$ cat config.mk
export PLATFORM = sky130hd
export DESIGN_NAME = alu_dispatch
export DESIGN_NICKNAME = d
export VERILOG_FILES = /design/src/rtl/alu_dispatch.sv
export SDC_FILE = /design/constraint.sdc
export NUM_CORES = 1
export LEC_CHECK = 0
export ABC_AREA = 1
export CORE_ASPECT_RATIO = 0.7
export CORE_MARGIN = 2
export CORE_UTILIZATION = 42
export CTS_BUF_LIST = sky130_fd_sc_hd__clkbuf_2 sky130_fd_sc_hd__clkbuf_4 sky130_fd_sc_hd__clkbuf_8
export DETAILED_ROUTE_END_ITERATION = 7
export HOLD_SLACK_MARGIN = 0.08
export PLACE_DENSITY = 0.84
export SLEW_MARGIN = 10
export SYNTH_ARGS = -nofsm -noshare
export SYNTH_HDL_FRONTEND = slang
export SYNTH_SLANG_ARGS = --single-unit
$ cat constraint.sdc
create_clock -name soc_clk -period 4.69 [get_ports soc_clk]
set_input_delay 0.938 -clock soc_clk [delete_from_list [all_inputs] [get_ports soc_clk]]
set_output_delay 0.938 -clock soc_clk [all_outputs]
set_load 0.005 [all_outputs]
$ cat src/rtl/alu_dispatch.sv
// alu_dispatch: RV32I ALU issue stage (IDLE -> EXEC -> RESP) with decode, operand registers and result capture.
// Optional feature: define ALU_DISPATCH_BACK2BACK_EN to accept a new instruction in the same cycle a result is taken.
module alu_dispatch #(
  parameter int unsigned LATENCY = 3
) (
  input  logic        soc_clk,
  input  logic        reset,
  input  logic        issue_valid,
  output logic        issue_ready,
  input  logic [31:0] instr,
  input  logic [31:0] rs1_dat,
  input  logic [31:0] rs2_dat,
  output logic [31:0] ALU_dat1,
  output logic [31:0] ALU_dat2,
  output logic [2:0]  ALU_opcode,
  output logic        ALU_opcode_differentiator,
  output logic        ALU_optype,
  output logic        dat_ready,
  input  logic [31:0] ALU_out,
  input  logic        ALU_branch,
  input  logic        ALU_zero,
  input  logic        ALU_overflow,
  output logic        res_valid,
  input  logic        res_ready,
  output logic [31:0] res_data,
  output logic        res_branch,
  output logic        res_zero,
  output logic        res_overflow,
  output logic        res_illegal
);
  localparam logic [6:0] OPC_R    = 7'b0110011;
  localparam logic [6:0] OPC_I    = 7'b0010011;
  localparam logic [6:0] OPC_B    = 7'b1100011;
  localparam logic [3:0] CNT_LAST = 4'(LATENCY - 1);

  typedef enum logic [1:0] {IDLE, EXEC, RESP} state_t;

  state_t      state_q, state_d;
  logic [3:0]  cnt_q, cnt_d;
  logic [31:0] dat1_q, dat1_d, dat2_q, dat2_d;
  logic [2:0]  opcode_q, opcode_d;
  logic        diff_q, diff_d, optype_q, optype_d;
  logic        dat_ready_q, dat_ready_d, res_valid_q, res_valid_d;
  logic [31:0] res_data_q, res_data_d;
  logic        res_branch_q, res_branch_d, res_zero_q, res_zero_d;
  logic        res_overflow_q, res_overflow_d, res_illegal_q, res_illegal_d;

  logic        dec_legal, dec_optype, dec_diff, shift_imm, accept;
  logic [31:0] dec_dat2;
  logic        unused_instr_bits;

  assign unused_instr_bits = ^{instr[19:15], instr[11:7]};
  // funct3 001/101 are the shift-immediate forms: only imm[4:0] is the shift amount.
  assign shift_imm = (instr[13:12] == 2'b01);

  always_comb begin
    // NOTE: every variable gets a default before the case so no path can infer a latch.
    dec_legal  = 1'b1;
    dec_optype = 1'b0;
    dec_diff   = 1'b0;
    dec_dat2   = rs2_dat;
    case (instr[6:0])
      OPC_R: dec_diff = instr[30];
      OPC_I: begin
        dec_diff = (instr[14:12] == 3'b101) & instr[30];
        dec_dat2 = shift_imm ? {27'b0, instr[24:20]} : {{20{instr[31]}}, instr[31:20]};
      end
      OPC_B:   dec_optype = 1'b1;
      default: dec_legal  = 1'b0;
    endcase
  end

`ifdef ALU_DISPATCH_BACK2BACK_EN
  assign issue_ready = (state_q == IDLE) || ((state_q == RESP) && res_ready);
`else
  assign issue_ready = (state_q == IDLE);
`endif

  always_comb begin
    state_d        = state_q;
    cnt_d          = cnt_q;
    dat1_d         = dat1_q;
    dat2_d         = dat2_q;
    opcode_d       = opcode_q;
    diff_d         = diff_q;
    optype_d       = optype_q;
    res_data_d     = res_data_q;
    res_branch_d   = res_branch_q;
    res_zero_d     = res_zero_q;
    res_overflow_d = res_overflow_q;
    res_illegal_d  = res_illegal_q;
    accept         = issue_valid && issue_ready;

    case (state_q)
      IDLE: ;
      EXEC: begin
        if (cnt_q == CNT_LAST) begin
          state_d        = RESP;
          cnt_d          = '0;
          res_data_d     = optype_q ? 32'd0 : ALU_out;
          res_branch_d   = optype_q & ALU_branch;
          res_zero_d     = ALU_zero;
          res_overflow_d = ALU_overflow;
          res_illegal_d  = 1'b0;
        end else begin
          cnt_d = cnt_q + 4'd1;
        end
      end
      RESP:    if (res_ready) state_d = IDLE;
      default: state_d = IDLE;
    endcase

    // A transfer from IDLE, or from RESP when back-to-back issue is on, overrides the above.
    if (accept) begin
      dat1_d   = rs1_dat;
      dat2_d   = dec_dat2;
      opcode_d = instr[14:12];
      diff_d   = dec_diff;
      optype_d = dec_optype;
      cnt_d    = '0;
      if (dec_legal) begin
        state_d = EXEC;
      end else begin
        state_d        = RESP;
        res_data_d     = '0;
        res_branch_d   = 1'b0;
        res_zero_d     = 1'b0;
        res_overflow_d = 1'b0;
        res_illegal_d  = 1'b1;
      end
    end

    dat_ready_d = (state_d == EXEC);
    res_valid_d = (state_d == RESP);
  end

  // NOTE: sequential state uses non-blocking assignments only, so all flops sample the same pre-edge values.
  always_ff @(posedge soc_clk or posedge reset) begin
    if (reset) begin
      state_q        <= IDLE;
      cnt_q          <= '0;
      dat1_q         <= '0;
      dat2_q         <= '0;
      opcode_q       <= '0;
      diff_q         <= 1'b0;
      optype_q       <= 1'b0;
      dat_ready_q    <= 1'b0;
      res_valid_q    <= 1'b0;
      res_data_q     <= '0;
      res_branch_q   <= 1'b0;
      res_zero_q     <= 1'b0;
      res_overflow_q <= 1'b0;
      res_illegal_q  <= 1'b0;
    end else begin
      state_q        <= state_d;
      cnt_q          <= cnt_d;
      dat1_q         <= dat1_d;
      dat2_q         <= dat2_d;
      opcode_q       <= opcode_d;
      diff_q         <= diff_d;
      optype_q       <= optype_d;
      dat_ready_q    <= dat_ready_d;
      res_valid_q    <= res_valid_d;
      res_data_q     <= res_data_d;
      res_branch_q   <= res_branch_d;
      res_zero_q     <= res_zero_d;
      res_overflow_q <= res_overflow_d;
      res_illegal_q  <= res_illegal_d;
    end
  end

  assign ALU_dat1                  = dat1_q;
  assign ALU_dat2                  = dat2_q;
  assign ALU_opcode                = opcode_q;
  assign ALU_opcode_differentiator = diff_q;
  assign ALU_optype                = optype_q;
  assign dat_ready                 = dat_ready_q;
  assign res_valid                 = res_valid_q;
  assign res_data                  = res_data_q;
  assign res_branch                = res_branch_q;
  assign res_zero                  = res_zero_q;
  assign res_overflow              = res_overflow_q;
  assign res_illegal               = res_illegal_q;

endmodule

==> metrics.json, run 1 <==
{
  "clock_tree": {
    "post_cts_setup_buffers": 0,
    "cts_resized": 0,
    "cts_max_level": 4,
    "clk_transition_reported_paths_ps": 60,
    "ctsRootBufferMaster": "sky130_fd_sc_hd__clkbuf_8",
    "clock_latency_ps": 420,
    "number_of_cts_inserted_buffers": 17,
    "cts_tree": "built",
    "hold_buffers": 0,
    "cts.sink_count": 113,
    "ctsLongestPathBuffers": 2
  },
  "synthesis": {
    "ys_ff_latch": 113,
    "synthesis.instances": 637,
    "synth-edff-count": 0,
    "synth_area_mm2": 0.00504,
    "synth_area_per_cell_um2": 7.91,
    "mappedNetlistNets": 774,
    "netlist-cell-type-count": 24,
    "predominant_post_synthesis_flop_cell": "sky130_fd_sc_hd__dfrtp_1",
    "synth_warnings": 0,
    "sequential_share_of_the_synthesized_area_pct": 56.1,
    "async_flop_share_pct": 100
  },
  "finish": {
    "share_of_layout_cells_above_drive_strength_1_pct": 5.63,
    "num_antenna_cells": 0,
    "layout.nets": 995,
    "syn2layout_area_growth_pct": 53.6,
    "layout.core_utilization_pct": 66.2,
    "fin_area_mm2": 0.00774
  },
  "min_path": {
    "min-delay-path-class": "flop to flop"
  },
  "timing": {
    "finalWorstSetupSlack_ps": 1790,
    "fin_tns_setup_ps": 0,
    "setup_violations": 0,
    "fin_crit_share_pct": 61.7,
    "finalWorstPathRequiredPeriod_ps": 2900,
    "slew_viol_final": 0,
    "finalHoldViolCount": 0,
    "setup_repair_after_global_routing_missed_its_margin": "false",
    "tightest_slew_ps": 947,
    "maxClockFrequency_mhz": 345,
    "slew-limit-headroom_pct": 36.8,
    "finClkSkew_ps": 8.34
  },
  "global_routing": {
    "grt_antenna_before_repair": 0,
    "pin_count_of_the_biggest_net_entering_global_routing": 76,
    "track_usage_pct": 22.2,
    "globalRoute.totalOverflow": 0,
    "grt_pass1_wl_um": 22300,
    "first_global_vias": 4591
  },
  "power_and_ir_drop": {
    "clock_power_share_pct": 26.7,
    "internal_power_w": 0.00211,
    "cellLeakagePower_nw": 3.83,
    "vdd.ir_drop.worst_uv": 255,
    "switching_share_pct": 28.6,
    "power.share.combinational_pct": 29.5,
    "netSwitchingPower_w": 0.000848,
    "p_per_area_mw_per_mm2": 383,
    "power_frac_seq_pct": 43.8
  },
  "placed_design": {
    "hpwl_after_detailed_placement_um": 9750,
    "dpl_cell_area_mm2": 0.00739,
    "preCtsSetupSlack_ps": 1330,
    "io_buffers": 232,
    "gpl.final_weighted_congestion": 0.769
  },
  "critical_path": {
    "worst_setup_path_start_kind": "input port",
    "worstSetupPathType": "input port to flop",
    "crit_chain": "clkdlybuf4s50_1, inv_1, nand2_1, nor2_2, nand2_2, nand3_2, nor2_4, nor2_1",
    "cp.arrival_ps": 3150,
    "path_delay_family": "simple AND/OR/NAND/NOR gates",
    "max_stage_delay_ps": 650,
    "critical-path-slowest-cell": "sky130_fd_sc_hd__nor2_4",
    "worst-path-buf-inv": 2,
    "critical_path.max_fanout": 35,
    "setup.worst_path.end_class": "flop",
    "worstPathRequired_ps": 4950
  },
  "detailed_routing": {
    "ant_nets": 0,
    "firstDrtPassIters": 4,
    "via_density": 4.67,
    "post_drt_wl_per_cell_um": 13.7,
    "wl_um": 14100,
    "drt_drc_violations_left": 0,
    "dr.first_iter.drc_count": 271,
    "total_via_count_after_detailed_routing": 4793
  },
  "die": {
    "placementRows": 33,
    "num_io_pins": 243,
    "die_height_um": 95.6,
    "die_area_mm2": 0.0129,
    "core_ar_mm2": 0.0117,
    "start_util_pct": 43.1,
    "fp.dieW_um": 135
  },
  "run": {
    "max_cap_violations": 0
  },
  "outcome": {
    "run_status": "finished, final reports clean"
  }
}
-- power by group through the flow --
stage                     Sequential [W]  Clock [W]  Combinational [W]
final                            0.00130   0.000791           0.000874
after global routing             0.00132   0.000864           0.000959
after CTS                        0.00130   0.000812           0.000890
after detailed placement         0.00130          0           0.000887
after global placement           0.00130          0           0.000870
after floorplan                  0.00132          0           0.000275
-- final timing paths --
kind                               from  cells after the start  slack, ps           end
max in group asynchronous         reset                      3       2780  ALU_dat1[10]
hold reg to reg            ALU_dat2[14]                      2        480  ALU_dat2[14]
min in group asynchronous         reset                      2       1080  ALU_dat1[28]
hold / removal             ALU_dat2[14]                      2        480  ALU_dat2[14]
setup reg to reg               cnt_q[0]                      8       2590  res_data[16]
setup / recovery               instr[2]                      8       1790  res_data[16]
-- sequential cells by signal, summed over array words and instances (netlist names) --
signal	count
res_zero	1
ALU_opcode_differentiator	1
res_valid	1
ALU_optype	1
res_data	32
ALU_opcode	3
res_illegal	1
ALU_dat2	32
res_overflow	1
ALU_dat1	32
dat_ready	1
res_branch	1
cnt_q	4
state_q	2
-- cell usage in the layout (no fill, tap or decap), drive strengths merged --
master	instances
xnor2	1
nand3b	1
ha	2
nand4	1
clkinv	5
nand2	348
xor2	1
dfrtp	113
o22ai	2
nor2	43
clkdlybuf4s50	232
inv	23
clkinvlp	5
o21ai	42
nand3	23
clkbuf	21
nor3	2
buf	5
-- layout make-up --
type	count	area (um2)
clock inverter	10	62.6
inverter	23	88.8
clock buffer	21	283
timing repair buffer	237	2360
multi-input combinational	466	1920
tap	157	196
fill	976	3950
sequential	113	2830
-- metrics by stage --
stage / power [W] / hold slack (ps) / cells
2_1_floorplan: 0.00159 / 472 / 637
3_3_place_gp: 0.00217 / 461 / 996
3_5_place_dp: 0.00219 / 464 / 996
4_1_cts: 0.00300 / 481 / 1027
5_1_grt: 0.00314 / 503 / 1027
6_report: 0.00296 / 477 / 1027
-- synth_stat cells (2+ instances only) --
cell type	count	area, um2
sky130_fd_sc_hd__nand3_1	21	105
sky130_fd_sc_hd__inv_2	2	7.51
sky130_fd_sc_hd__o22ai_1	2	12.5
sky130_fd_sc_hd__nor2_4	2	22.5
sky130_fd_sc_hd__nor2_1	39	146
sky130_fd_sc_hd__dfrtp_1	113	2830
sky130_fd_sc_hd__buf_2	22	110
sky130_fd_sc_hd__nand3_2	2	20.0
sky130_fd_sc_hd__ha_1	2	25.0
sky130_fd_sc_hd__nor2_2	2	12.5
sky130_fd_sc_hd__nand2_1	345	1290
sky130_fd_sc_hd__clkbuf_1	6	22.5
sky130_fd_sc_hd__nand2_2	3	18.8
sky130_fd_sc_hd__buf_6	5	56.3
sky130_fd_sc_hd__buf_4	2	15.0
sky130_fd_sc_hd__o21ai_1	10	50.1
sky130_fd_sc_hd__o21ai_0	32	160
sky130_fd_sc_hd__inv_1	21	78.8
-- logic make-up after synthesis --
group / after synthesis / share of synthesized area [%]
DFF: 113 / 56.1
and+or+nand+nor: 418 / 32.9
buffers and inverters: 58 / 5.76
AOI/OAI and AO/OA: 44 / 4.42
xor gates and xnor gates: 2 / 0.348
adders and majority gates: 2 / 0.497
-- layer usage --
metal | wire [um] | share of wire (%) | global-route usage (%) | vias to the layer above
met3 | 1340 | 9.5 | 8.77 | 19
met1 | 5970 | 42 | 27.8 | 2205
met2 | 6570 | 47 | 35.0 | 178
met5 | 0 | 0 | 0 | -
li1 | - | - | - | 2391
met4 | 195 | 1.4 | 7.98 | 0
-- worst min-delay path, delay by kind of cell (launching register included) --
kind,cells,cell delay [ps]
DFF,1,340
and+or+nand+nor,2,110
(Power assumes the default switching activity.)
==> inputs of run 2 (changes only) <==
==> constraint.sdc (replaced) <==
create_clock -name soc_clk -period 2.95 [get_ports soc_clk]
set_input_delay 0.59 -clock soc_clk [delete_from_list [all_inputs] [get_ports soc_clk]]
set_output_delay 0.59 -clock soc_clk [all_outputs]
set_load 0.005 [all_outputs]
==> metrics.json, run 2 (synthesized netlist as in run 1, its figures left out) <==
{
  "placed_design": {
    "io_buffers": 232,
    "hpwl_after_detailed_placement_um": 9510,
    "dpl_cell_area_mm2": 0.00745,
    "preCtsSetupSlack_ps": 488,
    "gpl.final_weighted_congestion": 0.797,
    "numPlacedInstances": 999
  },
  "timing": {
    "finClkSkew_ps": 10.3,
    "fin_tns_setup_ps": 0,
    "maxClockFrequency_mhz": 472,
    "setup_repair_after_global_routing_missed_its_margin": "false",
    "tightest_slew_ps": 928,
    "fin_crit_share_pct": 71.7,
    "setup_violations": 0,
    "finalWorstSetupSlack_ps": 834,
    "slew_viol_final": 0,
    "finalWorstPathRequiredPeriod_ps": 2120,
    "slew-limit-headroom_pct": 38.1,
    "finalHoldViolCount": 0
  },
  "clock_tree": {
    "cts_max_level": 4,
    "cts.sink_count": 113,
    "cts_resized": 0,
    "post_cts_setup_buffers": 0,
    "clk_transition_reported_paths_ps": 60,
    "number_of_cts_inserted_buffers": 17,
    "cts_tree": "built",
    "clock_latency_ps": 420,
    "ctsLongestPathBuffers": 2,
    "hold_buffers": 0,
    "ctsRootBufferMaster": "sky130_fd_sc_hd__clkbuf_8"
  },
  "critical_path": {
    "critical_path.max_fanout": 3,
    "timing.rr.start": "state_q[0]",
    "max_stage_delay_ps": 550,
    "cp.arrival_ps": 1530,
    "crit_start": "state_q[0]",
    "worstSetupPathType": "flop to primary output",
    "worstPathRequired_ps": 2360,
    "path_delay_family": "buffers and inverters",
    "worst-path-buf-inv": 1,
    "critical-path-slowest-cell": "sky130_fd_sc_hd__clkdlybuf4s50_1",
    "worst_setup_path_start_kind": "flop",
    "setup.worst_path.end_class": "primary output",
    "crit_chain": "nor2_2, clkdlybuf4s50_1"
  },
  "power_and_ir_drop": {
    "clock_power_share_pct": 32.1,
    "netSwitchingPower_w": 0.00137,
    "cellLeakagePower_nw": 3.91,
    "vdd.ir_drop.worst_uv": 425,
    "p_per_area_mw_per_mm2": 645,
    "power.share.combinational_pct": 27.4,
    "internal_power_w": 0.00373,
    "switching_share_pct": 26.9,
    "power_frac_seq_pct": 40.4
  },
  "outcome": {
    "run_status": "finished, final reports clean"
  },
  "detailed_routing": {
    "wl_um": 14000,
    "via_density": 4.64,
    "post_drt_wl_per_cell_um": 13.6,
    "firstDrtPassIters": 5,
    "total_via_count_after_detailed_routing": 4782,
    "drt_drc_violations_left": 0,
    "ant_nets": 0,
    "dr.first_iter.drc_count": 297
  },
  "finish": {
    "share_of_layout_cells_above_drive_strength_1_pct": 6.06,
    "num_antenna_cells": 0,
    "syn2layout_area_growth_pct": 56.8,
    "layout.nets": 998,
    "final_common_cell": "sky130_fd_sc_hd__nand2_1",
    "fin_area_mm2": 0.00790,
    "most-common-layout-cells": "sky130_fd_sc_hd__nand2_1, sky130_fd_sc_hd__clkdlybuf4s50_1, sky130_fd_sc_hd__dfrtp_1, sky130_fd_sc_hd__nor2_1, sky130_fd_sc_hd__o21ai_0",
    "layout.core_utilization_pct": 67.6,
    "post_layout_nonfiller_instances": 1031
  },
  "die": {
    "start_util_pct": 43.1,
    "die_height_um": 95.6,
    "fp.dieW_um": 135,
    "die_area_mm2": 0.0129,
    "placementRows": 33,
    "num_io_pins": 243,
    "core_ar_mm2": 0.0117
  },
  "global_routing": {
    "globalRoute.totalOverflow": 0,
    "first_global_vias": 4535,
    "track_usage_pct": 22.2,
    "pin_count_of_the_biggest_net_entering_global_routing": 114,
    "grt_pass1_wl_um": 22300,
    "grt_antenna_before_repair": 0
  },
  "min_path": {
    "hp-start": "ALU_dat1[27]",
    "min-delay-path-class": "flop to flop"
  },
  "run": {
    "max_cap_violations": 0
  }
}
run 2: through the flow:
stage / hold WS, ps / total power, W
5_1_grt: 497 / 0.00541
3_3_place_gp: 461 / 0.00347
3_5_place_dp: 466 / 0.00349
2_1_floorplan: 472 / 0.00253
6_report: 478 / 0.00510
4_1_cts: 483 / 0.00515
run 2: area by class of cell:
cell class                      instances  area (um2)
Fill cell                             971        3780
Inverter                               23        90.1
Clock buffer                           22         290
Clock inverter                         10         156
Multi-Input combinational cell        466        1920
Timing Repair Buffer                  240        2420
Sequential cell                       113        2830
Tap cell                              157         196
run 2: worst paths after layout:
path                       depth (start not counted)  slack, ps            to
max                                                2        830   issue_ready
min                                                2        480  ALU_dat1[27]
max reg2reg                                        4       1050   res_data[1]
min reg2reg                                        2        480  ALU_dat1[27]
max in group asynchronous                          3       1810  res_data[10]
min in group asynchronous                          3        710  ALU_dat1[17]
run 2: worst register-to-register path: stages, from the launching register on:
cell,delay (ps)
sky130_fd_sc_hd__dfrtp_1,410
sky130_fd_sc_hd__nor2_2,160
sky130_fd_sc_hd__nand2_2,280
sky130_fd_sc_hd__nor2_4,760
sky130_fd_sc_hd__nor2_1,140
run 2: power groups by stage:
stage / logic (W) / registers [W] / clock network (W)
4_1_cts: 0.00142 / 0.00206 / 0.00167
3_5_place_dp: 0.00142 / 0.00207 / 0
3_3_place_gp: 0.00140 / 0.00207 / 0
5_1_grt: 0.00154 / 0.00210 / 0.00177
6_report: 0.00140 / 0.00206 / 0.00164
2_1_floorplan: 0.000438 / 0.00210 / 0
run 2: routing by layer:
| metal | GRT usage (%) | wire length [um] | up-vias |
|---|---|---|---|
| li1 | - | - | 2398 |
| met1 | 28.6 | 6200 | 2174 |
| met2 | 33.7 | 6190 | 184 |
| met3 | 9.04 | 1320 | 26 |
| met4 | 8.51 | 304 | 0 |
| met5 | 0 | 0 | - |
==> inputs of run 3 (changes only) <==
==> constraint.sdc (replaced) <==
create_clock -name soc_clk -period 2.1 [get_ports soc_clk]
set_input_delay 0.42 -clock soc_clk [delete_from_list [all_inputs] [get_ports soc_clk]]
set_output_delay 0.42 -clock soc_clk [all_outputs]
set_load 0.005 [all_outputs]
==> metrics.json, run 3 (synthesized netlist as in run 1, its figures left out) <==
{
  "outcome": {
    "run_status": "finished, final reports clean"
  },
  "timing": {
    "slew_viol_final": 0,
    "slew-limit-headroom_pct": 76.9,
    "fin_tns_setup_ps": 0,
    "finalHoldViolCount": 0,
    "setup_violations": 0,
    "fin_crit_share_pct": 92.5,
    "setup_repair_after_global_routing_missed_its_margin": "false",
    "maxClockFrequency_mhz": 515,
    "finalWorstSetupSlack_ps": 158,
    "finClkSkew_ps": 12.3,
    "tightest_slew_ps": 346,
    "finalWorstPathRequiredPeriod_ps": 1940
  },
  "die": {
    "die_area_mm2": 0.0129,
    "die_height_um": 95.6,
    "fp.dieW_um": 135,
    "core_ar_mm2": 0.0117,
    "start_util_pct": 43.1,
    "placementRows": 33,
    "num_io_pins": 243
  },
  "critical_path": {
    "path_depth_of_the_worst_reg2reg_path": 8,
    "crit_chain": "nor2_2, clkdlybuf4s50_1",
    "worst_setup_path_start_kind": "flop",
    "max_stage_delay_ps": 560,
    "path_delay_family": "buffers and inverters",
    "critical_path.max_fanout": 2,
    "timing.reg2reg.setup_slack_ps": 540,
    "setup.worst_path.end_class": "primary output",
    "worstSetupPathType": "flop to primary output",
    "worst_r2r_endpoint": "res_data[24]",
    "critical-path-slowest-cell": "sky130_fd_sc_hd__clkdlybuf4s50_1",
    "cp.arrival_ps": 1520,
    "timing.rr.start": "cnt_q[0]",
    "worst-path-buf-inv": 1,
    "worstPathRequired_ps": 1680
  },
  "clock_tree": {
    "cts_tree": "built",
    "hold_buffers": 0,
    "cts.sink_count": 113,
    "cts_max_level": 4,
    "number_of_cts_inserted_buffers": 17,
    "ctsRootBufferMaster": "sky130_fd_sc_hd__clkbuf_8",
    "clk_transition_reported_paths_ps": 70,
    "clock_latency_ps": 410,
    "ctsLongestPathBuffers": 2,
    "post_cts_setup_buffers": 0,
    "cts_resized": 0
  },
  "detailed_routing": {
    "wl_um": 14200,
    "total_via_count_after_detailed_routing": 4831,
    "via_density": 4.65,
    "dr.first_iter.drc_count": 203,
    "drt_drc_violations_left": 0,
    "firstDrtPassIters": 4,
    "post_drt_wl_per_cell_um": 13.7,
    "ant_nets": 0
  },
  "global_routing": {
    "grt_antenna_before_repair": 0,
    "grt_pass1_wl_um": 22900,
    "track_usage_pct": 22.7,
    "pin_count_of_the_biggest_net_entering_global_routing": 59,
    "globalRoute.totalOverflow": 0,
    "first_global_vias": 4619
  },
  "finish": {
    "nFillCells": 935,
    "syn2layout_area_growth_pct": 56.8,
    "share_of_layout_cells_above_drive_strength_1_pct": 6.81,
    "layout.core_utilization_pct": 67.6,
    "num_antenna_cells": 0,
    "most-common-layout-cells": "sky130_fd_sc_hd__nand2_1, sky130_fd_sc_hd__clkdlybuf4s50_1, sky130_fd_sc_hd__dfrtp_1, sky130_fd_sc_hd__nor2_1, sky130_fd_sc_hd__o21ai_0",
    "final_common_cell": "sky130_fd_sc_hd__nand2_1",
    "layout.nets": 1006
  },
  "run": {
    "max_cap_violations": 0
  },
  "placed_design": {
    "hpwl_after_detailed_placement_um": 9670,
    "gpl.final_weighted_congestion": 0.771,
    "preCtsSetupSlack_ps": 144,
    "io_buffers": 232
  },
  "power_and_ir_drop": {
    "cellLeakagePower_nw": 3.92,
    "report.power.total_w": 0.00665,
    "p_per_area_mw_per_mm2": 842,
    "vdd.ir_drop.worst_uv": 551
  },
  "min_path": {
    "min-delay-path-class": "input port to asynchronous set/reset pin"
  }
}
## run 3: worst max path at each step
stage,cells past startpoint,to,start,slack (ps)
3_5_place_dp,8,res_data[24],instr[1],140
6_report,2,issue_ready,state_q[1],160
5_1_grt,2,issue_ready,state_q[1],100
2_1_floorplan,1,ALU_dat1[0],reset,310
3_3_place_gp,8,res_data[23],instr[1],200
4_1_cts,2,issue_ready,state_q[1],130
## run 3: layer usage
metal / track usage (%) / vias to the layer above / part of all wire (%)
met4: 7.11 / 0 / 1.3
met1: 29.6 / 2237 / 45
met2: 35.4 / 159 / 45
met5: 0 / - / 0
li1: - / 2415 / -
met3: 8.19 / 20 / 8.5
## run 3: layout make-up
class | count | area (um2) | area share, %
clock buffers | 20 | 269 | 3.41
flip-flops and latches | 113 | 2830 | 35.8
clock inverters | 11 | 66.3 | 0.839
well taps | 157 | 196 | 2.49
inverters | 23 | 90.1 | 1.14
repair buffers | 248 | 2530 | 32.0
multi-input cells | 466 | 1920 | 24.3
## run 3: metrics by stage
step / instance area (um2) / hold slack [ps] / cells
finish: 7900 / 471 / 1038
global route: 7900 / 484 / 1038
floorplan: 5040 / 472 / 637
detailed placement: 7560 / 464 / 1007
CTS: 7900 / 469 / 1038
global placement: 7560 / 462 / 1007
## run 3: report_power, final
part           internal, W  leakage, nW  switching, W
Sequential         0.00263         1.46      0.000257
Combinational      0.00122         2.28      0.000778
Clock             0.000870        0.173      0.000890
## run 3: tightest hold or removal path, stage by stage
cell and delay [ps]:
sky130_fd_sc_hd__clkdlybuf4s50_1 440, sky130_fd_sc_hd__clkinvlp_4 120, sky130_fd_sc_hd__buf_12 280
